`src/rtl/spi_fsm_pkg.sv`:
```
`default_nettype none
// ============================================================================
// Module   : spi_fsm_pkg
// Purpose  : State encoding and shared constants for the SPI memory sequencer.
// Revision : 1.0
// ============================================================================
package spi_fsm_pkg;

    typedef enum logic [3:0] {
        IDLE         = 4'd0,
        GET_ADDR     = 4'd1,
        GOT_ADDR     = 4'd2,
        READ_WAIT    = 4'd3,
        READ_LOAD    = 4'd4,
        READ_SHIFT   = 4'd5,
        WRITE_GET    = 4'd6,
        WRITE_COMMIT = 4'd7,
        DONE         = 4'd8
    } state_t;

    localparam logic RW_READ = 1'b1;

endpackage
`default_nettype wire

```
`src/rtl/spi_bit_counter.sv`:
```
`default_nettype none
// ============================================================================
// Module   : spi_bit_counter
// Purpose  : Clearable up-counter with terminal-count compare; holds at terminal.
// Revision : 1.0
// ============================================================================
module spi_bit_counter #(
    parameter int unsigned CNT_W = 4
) (
    input  logic             clk,
    input  logic             rst,
    input  logic             i_clear,
    input  logic             i_inc,
    input  logic [CNT_W-1:0] i_terminal,
    output logic             o_atTerminal
);
    logic [CNT_W-1:0] r_count;

    // Holding at terminal keeps the count from ever wrapping inside a frame.
    always_ff @(posedge clk) begin
        if (rst || i_clear) begin
            r_count <= '0;
        end else if (i_inc && !o_atTerminal) begin
            r_count <= r_count + 1'b1;
        end
    end

    assign o_atTerminal = (r_count == i_terminal);

endmodule
`default_nettype wire

```
`src/rtl/spi_memory_fsm.sv`:
```
`default_nettype none
// ============================================================================
// Module   : spi_memory_fsm
// Purpose  : Sequences address latch, memory load/write strobes and MISO enable
//            for one SPI frame. SPI_FSM_TIMEOUT_EN adds an SCLK watchdog.
// Revision : 1.0
// ============================================================================
module spi_memory_fsm
    import spi_fsm_pkg::*;
#(
    parameter int unsigned WIDTH       = 8,
    parameter int unsigned ADDR_BITS   = 7,
    parameter int unsigned MEM_LATENCY = 1,
    parameter int unsigned TIMEOUT_CYC = 255
) (
    input  logic clk,
    input  logic reset,
    input  logic cs_n,
    input  logic sclk_rise,
    input  logic sclk_fall,
    input  logic rw_bit,
    output logic sr_parallel_load,
    output logic addr_we,
    output logic dm_we,
    output logic miso_buff_en,
    output logic busy
`ifdef SPI_FSM_TIMEOUT_EN
    ,
    output logic timeout_err
`endif
);
    localparam int unsigned        c_bitMax   = (WIDTH > ADDR_BITS + 1) ? WIDTH : ADDR_BITS + 1;
    localparam int unsigned        c_cntW     = $clog2(c_bitMax + 1);
    localparam int unsigned        c_latW     = $clog2(MEM_LATENCY + 1);
    localparam logic [c_cntW-1:0]  c_addrLast = c_cntW'(ADDR_BITS);
    localparam logic [c_cntW-1:0]  c_dataLast = c_cntW'(WIDTH - 1);
    localparam logic [c_latW-1:0]  c_latLast  = c_latW'(MEM_LATENCY - 1);

    state_t              r_state;
    state_t              w_nextState;
    logic                r_addrWe, r_srLoad, r_dmWe, r_misoEn, r_busy;
    logic                w_stateChange, w_bitInc, w_bitAtTerm, w_latAtTerm;
    logic                w_timeout, w_armed;
    logic [c_cntW-1:0]   w_bitTerm;

    assign w_stateChange = (w_nextState != r_state);
    assign w_bitInc      = (((r_state == GET_ADDR) || (r_state == WRITE_GET)) && sclk_rise)
                         || ((r_state == READ_SHIFT) && sclk_fall);
    assign w_bitTerm     = (r_state == GET_ADDR) ? c_addrLast : c_dataLast;

    // Every state change restarts the count, so each phase begins at zero.
    spi_bit_counter #(.CNT_W(c_cntW)) u_bitCnt (
        .clk          (clk),
        .rst          (reset),
        .i_clear      (w_stateChange),
        .i_inc        (w_bitInc),
        .i_terminal   (w_bitTerm),
        .o_atTerminal (w_bitAtTerm)
    );

    spi_bit_counter #(.CNT_W(c_latW)) u_latCnt (
        .clk          (clk),
        .rst          (reset),
        .i_clear      (w_stateChange),
        .i_inc        (r_state == READ_WAIT),
        .i_terminal   (c_latLast),
        .o_atTerminal (w_latAtTerm)
    );

`ifdef SPI_FSM_TIMEOUT_EN
    localparam int unsigned       c_wdW    = $clog2(TIMEOUT_CYC + 1);
    localparam logic [c_wdW-1:0]  c_wdLast = c_wdW'(TIMEOUT_CYC - 1);

    logic w_watched, w_sclkEdge, w_wdAtTerm, r_csArmed, r_timeoutErr;

    assign w_watched  = (r_state == GET_ADDR) || (r_state == READ_SHIFT) || (r_state == WRITE_GET);
    assign w_sclkEdge = sclk_rise | sclk_fall;

    spi_bit_counter #(.CNT_W(c_wdW)) u_watchdog (
        .clk          (clk),
        .rst          (reset),
        .i_clear      (!w_watched || w_sclkEdge),
        .i_inc        (1'b1),
        .i_terminal   (c_wdLast),
        .o_atTerminal (w_wdAtTerm)
    );

    // Fires on the TIMEOUT_CYC-th consecutive edge-free cycle; cs_n abort takes precedence.
    assign w_timeout   = w_watched && !w_sclkEdge && w_wdAtTerm && !cs_n;
    assign w_armed     = r_csArmed;
    assign timeout_err = r_timeoutErr;

    always_ff @(posedge clk) begin
        if (reset) begin
            r_csArmed    <= 1'b1;
            r_timeoutErr <= 1'b0;
        end else begin
            r_timeoutErr <= w_timeout;
            if (cs_n) begin
                r_csArmed <= 1'b1;
            end else if (w_timeout) begin
                r_csArmed <= 1'b0;
            end
        end
    end
`else
    localparam int unsigned c_unusedTimeoutCyc = TIMEOUT_CYC;

    assign w_timeout = 1'b0;
    assign w_armed   = 1'b1;
`endif

    always_comb begin
        w_nextState = r_state;
        case (r_state)
            IDLE:         if (!cs_n && w_armed) w_nextState = GET_ADDR;
            GET_ADDR:     if (sclk_rise && w_bitAtTerm) w_nextState = GOT_ADDR;
            GOT_ADDR:     w_nextState = (rw_bit == RW_READ) ? READ_WAIT : WRITE_GET;
            READ_WAIT:    if (w_latAtTerm) w_nextState = READ_LOAD;
            READ_LOAD:    w_nextState = READ_SHIFT;
            READ_SHIFT:   if (sclk_fall && w_bitAtTerm) w_nextState = DONE;
            WRITE_GET:    if (sclk_rise && w_bitAtTerm) w_nextState = WRITE_COMMIT;
            WRITE_COMMIT: w_nextState = DONE;
            DONE:         w_nextState = DONE;
            default:      w_nextState = IDLE;
        endcase
        if ((r_state != IDLE) && (cs_n || w_timeout)) begin
            w_nextState = IDLE;
        end
    end

    // Strobes are decoded from the next state so they align with the state they belong to.
    always_ff @(posedge clk) begin
        if (reset) begin
            r_state  <= IDLE;
            r_addrWe <= 1'b0;
            r_srLoad <= 1'b0;
            r_dmWe   <= 1'b0;
            r_misoEn <= 1'b0;
            r_busy   <= 1'b0;
        end else begin
            r_state  <= w_nextState;
            r_addrWe <= (w_nextState == GOT_ADDR);
            r_srLoad <= (w_nextState == READ_LOAD);
            r_dmWe   <= (w_nextState == WRITE_COMMIT);
            r_misoEn <= (w_nextState == READ_SHIFT);
            r_busy   <= (w_nextState != IDLE);
        end
    end

    assign addr_we          = r_addrWe;
    assign sr_parallel_load = r_srLoad;
    assign dm_we            = r_dmWe;
    assign miso_buff_en     = r_misoEn;
    assign busy             = r_busy;

endmodule
`default_nettype wire

```
`config.mk`:
```
export PLATFORM = sky130hd
export DESIGN_NAME = spi_memory_fsm
export DESIGN_NICKNAME = d
export VERILOG_FILES = /design/src/rtl/spi_fsm_pkg.sv /design/src/rtl/spi_bit_counter.sv /design/src/rtl/spi_memory_fsm.sv
export SDC_FILE = /design/constraint.sdc
export NUM_CORES = 1
export LEC_CHECK = 0
export CORE_MARGIN = 3
export CORE_UTILIZATION = 26
export DETAILED_ROUTE_END_ITERATION = 10
export GPL_ROUTABILITY_DRIVEN = 0
export PLACE_DENSITY = 0.49
export SETUP_SLACK_MARGIN = 0.15
export SYNTH_ARGS = -nofsm -noshare
export SYNTH_HDL_FRONTEND = slang
export SYNTH_SLANG_ARGS = --single-unit
```
`constraint.sdc`:
```
create_clock -name clk -period 1.85 [get_ports clk]
set_input_delay 0.4625 -clock clk [delete_from_list [all_inputs] [get_ports clk]]
set_output_delay 0.4625 -clock clk [all_outputs]
set_load 0.02 [all_outputs]
```
==> impl_metrics.tcl <==
set metrics [dict create \
    swShare_pct 27.1 \
    grt_pass1_vias 920 \
    ant_nets 0 \
    postCtsHoldBufs 0 \
    status "finished with violations" \
    gr-total-overflow 0 \
    fp.dieH_um 63.6 \
    nFillCells 307 \
    worstHoldStart "u_latCnt.r_count" \
    via_count 916 \
    internal_power_w 0.000537 \
    leakage_nw 0.648 \
    crit_arrival_ns 2.06 \
    grt_pass1_wl_um 4270 \
    firstDrtPassIters 4 \
    p_switching_w 0.000200 \
    antenna_found_initial 0 \
    grt_use_total_pct 13.1 \
    reg2reg_slack_ns -0.01 \
    r2r_end "u_bitCnt.r_count[2]" \
    synth_nets 106 \
    worstSkewPairLatency_ns 0.28 \
    slew_headroom_pct 67.5 \
    endpoint_kind "register" \
    crit_fanout 6 \
    fin_util_pct 45.8 \
    fin_area_mm2 0.00142 \
    avgSynthCellArea_um2 8.72 \
    holdPathStages 2 \
    rsz0062_at_grt "yes" \
    cellPowerDensity_mw_per_mm2 518 \
    dieArea_mm2 0.00405 \
    place_inst 170 \
    postPlaceCellArea_mm2 0.00117 \
    io_pins 11 \
    dp_hpwl_um 1590 \
    htreeDepth 1 \
    drc 0 \
    timing.fmax_mhz 536 \
    drive_gt1_share_pct 46.1 \
    fin_cells 185 \
    seq_power_share_pct 42.7 \
    clock_sinks 14 \
    hold_path_end "u_latCnt.r_count" \
    area_delta_synth_final_pct 64.8 \
    critPathKind "register to register" \
    synth-seq-cells 14 \
    rr_startpoint "r_state[1]" \
    synthFlopType "dfxtp_1" \
    drt-total-wl_um 2570 \
    synth.distinct_cells 39 \
    synth_top_area_share_pct 32.5 \
    cap_viol_max_count 0 \
    num_antenna_cells 0 \
    yosys_warnings 0 \
    setup_viol 2 \
    routedWlPerCell_um 13.9 \
    syn_area_um2 863 \
    synth.area.top_cells "dfxtp_1 32%, nor2_1 6.1%, mux2i_1 4.6%, and4b_1 3.5%, a311oi_2 3.5%" \
    ys_async_sr_fraction_pct 0 \
    min_path_type "register to register" \
    hold_viol 0 \
    layout_setup_ws_ns -0.0144 \
    ys_seq_area_share_pct 32.5 \
    violations "negative setup slack" \
    ir_worst_vdd_mv 0.355 \
    worst_setup_path_start_kind "register" \
    clk_pin_slew_ns 0.09 \
    period_minus_slack_ns 1.86 \
    vias_per_cell 4.95 \
    root_buffer "clkbuf_4" \
    yosysTopAreaCell "dfxtp_1" \
    fin_nets 149 \
    pwr-share-comb_pct 27.2 \
    clockPowerShare_pct 30.1 \
    numPortBuffers 10 \
    cts_tree "built" \
    period_share_pct 101 \
    reg2reg_depth 5 \
    grt_max_degree 13 \
    cts_buffer_depth 2 \
    synth_enable_flop_cells 0 \
    holdWs_ns 0.474 \
    skew_ns 0.00187 \
    die_w_um 63.6 \
    tightest_slew_ns 0.484 \
    syn_inst 99 \
    numCtsBuffers 3 \
    core_area_mm2 0.00310 \
    rows 20 \
    crit_required_ns 2.04 \
    drtIter0Drc 24 \
    start_util_pct 27.8 \
    slew_violations 0 \
]
[sequential cells by signal (all words and copies together) (netlist names)]
signal and flops:
u_latCnt.r_count 1, dm_we 1, sr_parallel_load 1, busy 1, addr_we 1, u_bitCnt.r_count 4, miso_buff_en 1, r_state 4
[area by class of cell]
| type | instances | area [µm²] | share of cell area [%] |
|---|---|---|---|
| multi-input combinational | 78 | 646 | 45.4 |
| tap | 44 | 55.1 | 3.87 |
| sequential | 14 | 299 | 21.0 |
| timing repair buffer | 43 | 379 | 26.6 |
| inverter | 2 | 7.51 | 0.528 |
| clock buffer | 4 | 36.3 | 2.55 |
[cell families (layout without fill, tap and decap cells)]
kind of cell / after synthesis / in the layout / share of synthesized area, %
buf+inv: 7 / 49 / 3.91
compound gates: 20 / 20 / 21.3
xor+xnor: 1 / 1 / 1.01
mux: 4 / 4 / 4.64
simple gates: 52 / 52 / 35.2
fa+ha+maj: 1 / 1 / 1.45
flops: 14 / 14 / 32.5
[power groups by stage]
stage,Clock [W],Combinational [W],Sequential (W)
after global routing,0.000247,0.000216,0.000316
final,0.000222,0.000200,0.000315
after floorplan,0,0.0000847,0.000322
after global placement,0,0.000147,0.000325
after detailed placement,0,0.000146,0.000325
after CTS,0.000230,0.000175,0.000316
[layer usage]
layer	global-route usage [%]	vias to the layer above	part of all wire, %
met2	24.0	24	54
li1	-	457	-
met5	0	-	0
met1	14.9	433	41
met3	4.28	2	4.4
met4	2.16	0	0.54
[metrics by stage]
stage,total power [W],TNS (ns),setup slack [ns]
floorplan,0.000407,0,0.128
global placement,0.000472,-2.58,-0.384
detailed placement,0.000471,-2.61,-0.436
CTS,0.000721,-0.0746,-0.0553
global route,0.000779,-0.279,-0.0581
finish,0.000737,-0.0208,-0.0144
[worst max path at each step]
stage	from	end	slack, ns	cells past startpoint
final	r_state[1]	u_bitCnt.r_count[2]	-0.01	5
after CTS	r_state[0]	u_bitCnt.r_count[2]	-0.06	5
after floorplan	u_bitCnt.r_count[0]	u_bitCnt.r_count[2]	0.13	6
after detailed placement	sclk_fall	u_bitCnt.r_count[2]	-0.44	6
after global routing	r_state[0]	u_bitCnt.r_count[2]	-0.06	5
after global placement	cs_n	u_bitCnt.r_count[2]	-0.38	6
[cells in the mapped netlist (all sizes together), types with 4 or more instances]
| library cell | instances |
|---|---|
| a21oi | 4 |
| buf | 4 |
| dfxtp | 14 |
| mux2i | 4 |
| nand2 | 6 |
| nor2 | 14 |
| nor2b | 4 |
| nor3 | 4 |
[what timing repair did]
item	in CTS	in global routing
resized for setup	24	18
pin swaps	18	5
endpoints found under the setup margin	10	15
setup buffers	10	1
[cells in the final DEF (no fill, tap or decap), types with 3 or more instances in the layout]
| master | count |
|---|---|
| nor2b_1 | 3 |
| buf_4 | 25 |
| nand3_1 | 3 |
| nor2_1 | 12 |
| and4b_1 | 3 |
| dlymetal6s2s_1 | 3 |
| dfxtp_4 | 4 |
| dfxtp_2 | 3 |
| and3b_1 | 3 |
| dfxtp_1 | 7 |
| clkbuf_4 | 3 |
| a21oi_1 | 3 |
| mux2i_1 | 4 |
| nand2_1 | 5 |
| buf_6 | 8 |
| dlygate4sd2_1 | 5 |
[critical path, stage by stage (launching register included)]
cell	delay (ns)
dfxtp_4	0.38
buf_6	0.12
and4b_1	0.19
or4_4	0.53
a211o_4	0.36
a311oi_2	0.19
Note: power is estimated with default switching activity, not from simulation.
